[src/rtl/burst_memory.sv]
// Single-port word memory with command handshake, burst write/read, byte strobes and read back-pressure.
// Optional per-byte even parity with error reporting is enabled by defining PARITY_EN.
//
// state   | meaning
// --------+-----------------------------------------------------------
// S_IDLE  | ready=1, waiting for a command
// S_WRITE | wready=1, accepting len+1 write beats
// S_READ  | streaming len+1 read beats, honouring rready
// S_DONE  | one-cycle done pulse, err reported alongside

module burst_memory #(
    parameter int WIDTH      = 32,
    parameter int DEPTH      = 64,
    parameter int ADDR_WIDTH = $clog2(DEPTH),
    parameter int MAX_BURST  = 16,
    parameter int LEN_WIDTH  = $clog2(MAX_BURST)
) (
    input  logic                  clk,
    input  logic                  res,
    input  logic                  valid,
    output logic                  ready,
    input  logic                  wr_rd,
    input  logic [ADDR_WIDTH-1:0] addr,
    input  logic [LEN_WIDTH-1:0]  len,
    input  logic [WIDTH-1:0]      wdata,
    input  logic [WIDTH/8-1:0]    wstrb,
    input  logic                  wvalid,
    output logic                  wready,
    output logic [WIDTH-1:0]      rdata,
    output logic                  rvalid,
    output logic                  rlast,
    input  logic                  rready,
    output logic                  done,
    output logic                  err
);

    localparam int NB = WIDTH / 8;

    typedef enum logic [1:0] {
        S_IDLE  = 2'd0,
        S_WRITE = 2'd1,
        S_READ  = 2'd2,
        S_DONE  = 2'd3
    } state_t;

    state_t                state_q, state_d;
    logic                  ready_q, ready_d;
    logic                  wready_q, wready_d;
    logic                  rvalid_q, rvalid_d;
    logic                  rlast_q, rlast_d;
    logic                  done_q, done_d;
    logic                  err_q, err_d;
    logic [WIDTH-1:0]      rdata_q, rdata_d;
    logic [ADDR_WIDTH-1:0] cur_q, cur_d;
    logic [LEN_WIDTH-1:0]  cnt_q, cnt_d;
    logic                  fetch_pend_q, fetch_pend_d;
    logic                  err_flag_q, err_flag_d;

    logic [WIDTH-1:0]      mem_q [DEPTH];

    logic                  cmd_acc;
    logic                  addr_bad;
    logic                  wr_en;
    logic                  fetch;
    logic                  rd_hs;
    logic [ADDR_WIDTH-1:0] cur_nxt;
    logic [WIDTH-1:0]      rd_word;
    logic                  par_bad;

    assign cmd_acc  = valid && ready_q;
    // Extra MSB keeps the compare meaningful when DEPTH is a power of two.
    assign addr_bad = ({1'b0, addr} >= (ADDR_WIDTH+1)'(DEPTH));
    assign wr_en    = wvalid && wready_q;
    assign rd_hs    = rvalid_q && rready;
    assign fetch    = (state_q == S_READ) && fetch_pend_q && (!rvalid_q || rready);
    assign cur_nxt  = (cur_q == ADDR_WIDTH'(DEPTH - 1)) ? '0 : cur_q + 1'b1;
    assign rd_word  = mem_q[cur_q];

    always_ff @(posedge clk) begin
        if (wr_en) begin
            for (int b = 0; b < NB; b++) begin
                if (wstrb[b]) mem_q[cur_q][8*b +: 8] <= wdata[8*b +: 8];
            end
        end
    end

`ifdef PARITY_EN
    logic [NB-1:0] par_q [DEPTH];
    logic [NB-1:0] rd_par;

    assign rd_par = par_q[cur_q];

    always_ff @(posedge clk) begin
        if (wr_en) begin
            for (int b = 0; b < NB; b++) begin
                if (wstrb[b]) par_q[cur_q][b] <= ^wdata[8*b +: 8];
            end
        end
    end

    always_comb begin
        par_bad = 1'b0;
        for (int b = 0; b < NB; b++) begin
            if ((^rd_word[8*b +: 8]) != rd_par[b]) par_bad = 1'b1;
        end
    end
`else
    assign par_bad = 1'b0;
`endif

    always_ff @(posedge clk or negedge res) begin
        if (!res) begin
            state_q      <= S_IDLE;
            ready_q      <= 1'b0;
            wready_q     <= 1'b0;
            rvalid_q     <= 1'b0;
            rlast_q      <= 1'b0;
            done_q       <= 1'b0;
            err_q        <= 1'b0;
            rdata_q      <= '0;
            cur_q        <= '0;
            cnt_q        <= '0;
            fetch_pend_q <= 1'b0;
            err_flag_q   <= 1'b0;
        end else begin
            state_q      <= state_d;
            ready_q      <= ready_d;
            wready_q     <= wready_d;
            rvalid_q     <= rvalid_d;
            rlast_q      <= rlast_d;
            done_q       <= done_d;
            err_q        <= err_d;
            rdata_q      <= rdata_d;
            cur_q        <= cur_d;
            cnt_q        <= cnt_d;
            fetch_pend_q <= fetch_pend_d;
            err_flag_q   <= err_flag_d;
        end
    end

    always_comb begin
        state_d = state_q;
        case (state_q)
            S_IDLE: begin
                if (cmd_acc) begin
                    if (addr_bad)   state_d = S_DONE;
                    else if (wr_rd) state_d = S_WRITE;
                    else            state_d = S_READ;
                end
            end
            S_WRITE: if (wr_en && (cnt_q == '0)) state_d = S_DONE;
            S_READ:  if (rd_hs && rlast_q)       state_d = S_DONE;
            S_DONE:  state_d = S_IDLE;
            default: state_d = S_IDLE;
        endcase
    end

    // Outputs are registered: each *_d reflects the state being entered.
    always_comb begin
        cur_d        = cur_q;
        cnt_d        = cnt_q;
        fetch_pend_d = fetch_pend_q;
        err_flag_d   = err_flag_q;
        rdata_d      = rdata_q;
        rvalid_d     = rvalid_q;
        rlast_d      = rlast_q;

        if (cmd_acc) begin
            cur_d        = addr;
            cnt_d        = len;
            fetch_pend_d = !wr_rd && !addr_bad;
            err_flag_d   = addr_bad;
        end

        if (wr_en) begin
            cur_d = cur_nxt;
            cnt_d = cnt_q - LEN_WIDTH'(1);
        end

        if (rd_hs) begin
            rvalid_d = 1'b0;
            rlast_d  = 1'b0;
        end

        // A completing beat may be replaced by the next one in the same cycle.
        if (fetch) begin
            rdata_d  = rd_word;
            rvalid_d = 1'b1;
            rlast_d  = (cnt_q == '0);
            cur_d    = cur_nxt;
            if (cnt_q == '0) fetch_pend_d = 1'b0;
            else             cnt_d        = cnt_q - LEN_WIDTH'(1);
            if (par_bad)     err_flag_d   = 1'b1;
        end

        ready_d  = (state_d == S_IDLE);
        wready_d = (state_d == S_WRITE);
        done_d   = (state_d == S_DONE);
        err_d    = (state_d == S_DONE) && err_flag_d;
    end

    assign ready  = ready_q;
    assign wready = wready_q;
    assign rvalid = rvalid_q;
    assign rlast  = rlast_q;
    assign rdata  = rdata_q;
    assign done   = done_q;
    assign err    = err_q;

endmodule

[config.mk]
export PLATFORM = sky130hd
export DESIGN_NAME = burst_memory
export DESIGN_NICKNAME = d
export VERILOG_FILES = /design/src/rtl/burst_memory.sv
export SDC_FILE = /design/constraint.sdc
export NUM_CORES = 2
export LEC_CHECK = 0
export CAP_MARGIN = 15
export CORE_ASPECT_RATIO = 0.5
export CORE_MARGIN = 2
export CORE_UTILIZATION = 30
export CTS_CLUSTER_DIAMETER = 80
export DETAILED_ROUTE_END_ITERATION = 12
export PLACE_DENSITY = 0.44
export SLEW_MARGIN = 0
export SYNTH_ARGS = -nofsm -noshare
export SYNTH_HDL_FRONTEND = slang
export SYNTH_SLANG_ARGS = --single-unit
[constraint.sdc]
create_clock -name clk -period 2.7 [get_ports clk]
set_input_delay 0.405 -clock clk [delete_from_list [all_inputs] [get_ports clk]]
set_output_delay 0.405 -clock clk [all_outputs]
set_load 0.05 [all_outputs]
== Word level (Yosys, flattened, before mapping) ==
Memories as Yosys holds them, arrays and structs flattened. A register that Yosys moved wholly into a read port is not among the register bits.
Cells that the tools add are included.

* Memory bits (writable): 2,048
* Register bits: 20
* Logic and storage cells: 69
* Output and inout port bits: 38
* Memories kept: 1

{| class="wikitable"
|+ Memory list
! memory !! depth !! width !! rd ports !! clocked after memory_dff !! wr ports !! line !! RTL
|-
| mem_q || 64 || 32 || 1 || 1 || 1 || 59 || <nowiki>logic [WIDTH-1:0] mem_q [DEPTH];</nowiki>
|}

* Eq/ne operators: 6
* Reductions and logical operators: 17
* Add/subtract/negate cells: 2
* Muxes and demuxes: 32

{| class="wikitable"
|+ Operators with widths
! kind !! count
|-
| two-way mux 6 bit || 4
|-
| two-way mux 1 bit || 19
|-
| two-way mux 4 bit || 4
|-
| logical AND 1 bit || 8
|-
| two-way mux 2 bit || 4
|-
| case mux 2 bit (4 select lines) || 1
|-
| adder 6 x 1 -> 6 bit, second input constant || 1
|-
| equality test 2 bit, second input constant || 3
|-
| equality test 6 bit, second input constant || 1
|-
| equality test 2 x 1 -> 1 bit, second input constant || 2
|-
| zero test 2 bit || 2
|-
| zero test 4 bit || 1
|-
| subtractor 4 x 1 -> 4 bit, second input constant || 1
|-
| zero test 1 bit || 3
|-
| nonzero test 3 bit || 1
|-
| nonzero test 2 bit || 1
|-
| logical OR 1 bit || 1
|}

== Depth between registers and ports, before layout ==
* Depth after elaboration: 6
* Depth in mapped cells: 12
* Depth with buffers taken out: 7

== Least setup slack after synthesis ==
OpenSTA, ideal clock, no wires.

* Path type: reg2reg
* From: register cur_q[1]
* To: memory mem_q[12][16], enable pin
* Path slack: 0.250 ns
* Arrival: 2.080 ns
* Cell stages (with the launch flop): 8
* Setup time: 0.370 ns
* Clock period less this slack: 2.450 ns
* Data required time: 2.330 ns
* Cells stage by stage: dfrtp_1 -> buf_6 -> buf_6 -> buf_2 -> nor3b_2 -> clkbuf_1 -> nand2_1 -> nor2_1

{| class="wikitable"
|+ RTL lines
! element !! line !! RTL
|-
| start, declared || 54 || <nowiki>logic [ADDR_WIDTH-1:0] cur_q, cur_d;</nowiki>
|-
| start signal, assigned || 134 || <nowiki>cur_q <= cur_d;</nowiki>
|-
| end, declared || 59 ||
|}

No word-level cell before the write port.

==> impl_metrics.env <==
export IMPL_path_class="reg2reg"
export IMPL_final_cell_mix="edfxtp_1, buf_4, nor2_1"
export IMPL_detail_route_antenna_nets=0
export IMPL_clk_latency_ns=0.86
export IMPL_fin_crit_sh=0.998
export IMPL_numCtsBuffers=209
export IMPL_track_usage=0.197
export IMPL_drcViolationCount=0
export IMPL_drt_iter0_drc=5623
export IMPL_grt_pass1_vias=47884
export IMPL_port_buffers=89
export IMPL_root_buffer="clkbuf_16"
export IMPL_ir_drop_uv=722
export IMPL_drtPass1Iterations=5
export IMPL_synth_nets=4548
export IMPL_clock_path_buffers=4
export IMPL_status="complete, no violations"
export IMPL_tritoncts="built"
export IMPL_max_slew_margin=0.385
export IMPL_die_height_um=373
export IMPL_antenna_found_initial=10
export IMPL_async_reset_ff_frac=0.0248
export IMPL_start_kind="flip-flop"
export IMPL_setup_viol=0
export IMPL_crit_slowest_cell="mux4_2"
export IMPL_ys_ff_latch=2100
export IMPL_period_needed_ns=2.70
export IMPL_via_per_inst=5.23
export IMPL_use_met3=0.0350
export IMPL_grt_max_degree=65
export IMPL_die_w_um=742
export IMPL_ys_types=72
export IMPL_cp_data_required_time_ns=3.44
export IMPL_areaGrowthSynthToFinish_pct=22.7
export IMPL_rows=135
export IMPL_hold_class="in2reg"
export IMPL_ios=90
export IMPL_clock_sinks=2100
export IMPL_synth_top_flop_cell="edfxtp_1"
export IMPL_wl_per_cell_um=30.8
export IMPL_utilization=0.370
export IMPL_syn_inst=4493
export IMPL_slew_viol_final=0
export IMPL_dp_hpwl_um=184000
export IMPL_grt_pass1_wl_um=387000
export IMPL_total_power_w=0.102
export IMPL_seq_area_frac_synth=0.768
export IMPL_gp_congestion=0.827
export IMPL_grt_met1_usage=0.284
export IMPL_routed_wl_um=280000
export IMPL_skew_ns=0.0409
export IMPL_syn_area_sq_um=81700
export IMPL_gr_usage_met2=0.310
export IMPL_nNetsFinal=5366
export IMPL_final_common_cell="edfxtp_1"
export IMPL_cp_data_arrival_time_ns=3.44
export IMPL_grt_busiest_layer="met2"
export IMPL_h_tree_depth=4
export IMPL_start_util=0.302
export IMPL_synth_warnings=0
export IMPL_synth_edff_count=2048
export IMPL_cap_viol_max_count=0
export IMPL_coreArea_sq_um=271000
export IMPL_worstMarginPinSlew_ns=0.920
export IMPL_critPathMaxFanout=24
export IMPL_num_vias=47578
export IMPL_path_cells="buf_12, mux4_2, a21oi_1, a21oi_2, buf_4, or4_1, o32a_1"
export IMPL_fmax_mhz=371
export IMPL_grt_overflow_total=0
export IMPL_drive_gt1_frac=0.293
export IMPL_power_density_nw_per_um2=1020
export IMPL_path_clk_slew_ns=0.06
export IMPL_rsz0062_at_grt="yes"
export IMPL_syn_avg_cell_area_sq_um=18.2
export IMPL_p_leak_nw=32.9
export IMPL_critPathMaxStageDelay_ns=0.53
export IMPL_cp_end_kind="flip-flop"
export IMPL_hold_viol_final=0
export IMPL_die_area_sq_um=277000
## power by group
| group | switching (W) | leakage (nW) | internal, W |
|---|---|---|---|
| logic | 0.0223 | 10.7 | 0.0144 |
| registers | 0.000612 | 19.0 | 0.0363 |
| clock network | 0.0123 | 3.12 | 0.0160 |
| total | 0.0353 | 32.9 | 0.0666 |
## registers in the layout, summed over array words and instances (netlist names)
name	flops
rdata	32
wready	1
state_q	2
rlast	1
mem_q	2048
cnt_q	4
rvalid	1
cur_q	6
fetch_pend_q	1
err_flag_q	1
ready	1
done	1
err	1
## synthesized netlist by cell type, drive strengths merged, types with 26 or more instances
cell type | n | share of area
buf | 208 | 0.015
mux2i | 162 | 0.020
o21ai | 110 | 0.0067
clkbuf | 104 | 0.0048
a221oi | 179 | 0.019
nor2 | 350 | 0.016
a31oi | 28 | 0.0021
mux4 | 193 | 0.053
a21oi | 137 | 0.0084
a221o | 26 | 0.0032
dfrtp | 52 | 0.016
o22ai | 81 | 0.0062
mux2 | 181 | 0.025
edfxtp | 2048 | 0.75
nand2 | 166 | 0.0076
a22o | 46 | 0.0049
a22oi | 177 | 0.016
## cells by family after synthesis
logic type,Yosys count,share of synthesized area
flops,2100,0.768
fa+ha+maj,3,0.000459
simple gates,625,0.0323
compound gates,910,0.0808
buf+inv,319,0.0202
mux,536,0.0980
## cell type report
cell class,count,area (sq um)
clock buffer,261,5510
multi-input combinational,2074,17900
clock inverter,100,881
inverter,7,36.3
timing repair buffer,919,8680
antenna,4,10.0
fill,25252,171000
tap,3630,4540
sequential,2100,62800
## repair_timing
action,CTS,global route
hold buffers,4,0
hold endpoints to repair,36,0
endpoints found under the setup margin,13,31
pin swaps,2,16
setup buffers,6,12
resized for setup,28,78
cloned,0,4
## final timing paths
| path | from | endpoint | slack [ns] | depth (start not counted) |
|---|---|---|---|---|
| max in group asynchronous | res | rdata[20]$_DFFE_PN0P_ | 1.68 | 3 |
| max reg2reg | cur_q[1]$_DFFE_PN0P_ | rdata[29]$_DFFE_PN0P_ | 0.004 | 7 |
| min in group asynchronous | res | rlast$_DFFE_PN0P_ | 0.17 | 2 |
| min reg2reg | err_flag_q$_DFF_PN0_ | err_flag_q$_DFF_PN0_ | 0.50 | 1 |
| min | wdata[19] | mem_q[14][19]$_DFFE_PP_ | 0.05 | 2 |
| max | cur_q[1]$_DFFE_PN0P_ | rdata[29]$_DFFE_PN0P_ | 0.004 | 7 |
## critical path, delay by kind of cell (launching register included)
family / cells / cell delay, ns
AOI/OAI and AO/OA: 3 / 0.63
buffers and inverters: 2 / 0.40
DFF: 1 / 0.51
muxes: 1 / 0.53
and+or+nand+nor: 1 / 0.52
## per-layer routing
layer | up-vias | part of all wire
li1 | 20074 | -
met1 | 25465 | 0.45
met2 | 1712 | 0.46
met3 | 325 | 0.068
met4 | 2 | 0.021
met5 | - | 0.000046
## through the flow
stage	area (sq um)	hold WS (ns)	instances	TNS, ns	setup slack [ns]
2_1_floorplan	81700	0.109	4493	0	0.250
3_3_place_gp	93100	0.455	8704	-2.00	-0.339
3_5_place_dp	93100	0.457	8704	-2.02	-0.349
4_1_cts	99800	0.00720	9075	0	0.00254
5_1_grt	100000	0.0363	9091	-0.123	-0.0559
6_report	100000	0.0457	9095	0	0.00405
Note: power is estimated with default switching activity, not from simulation.
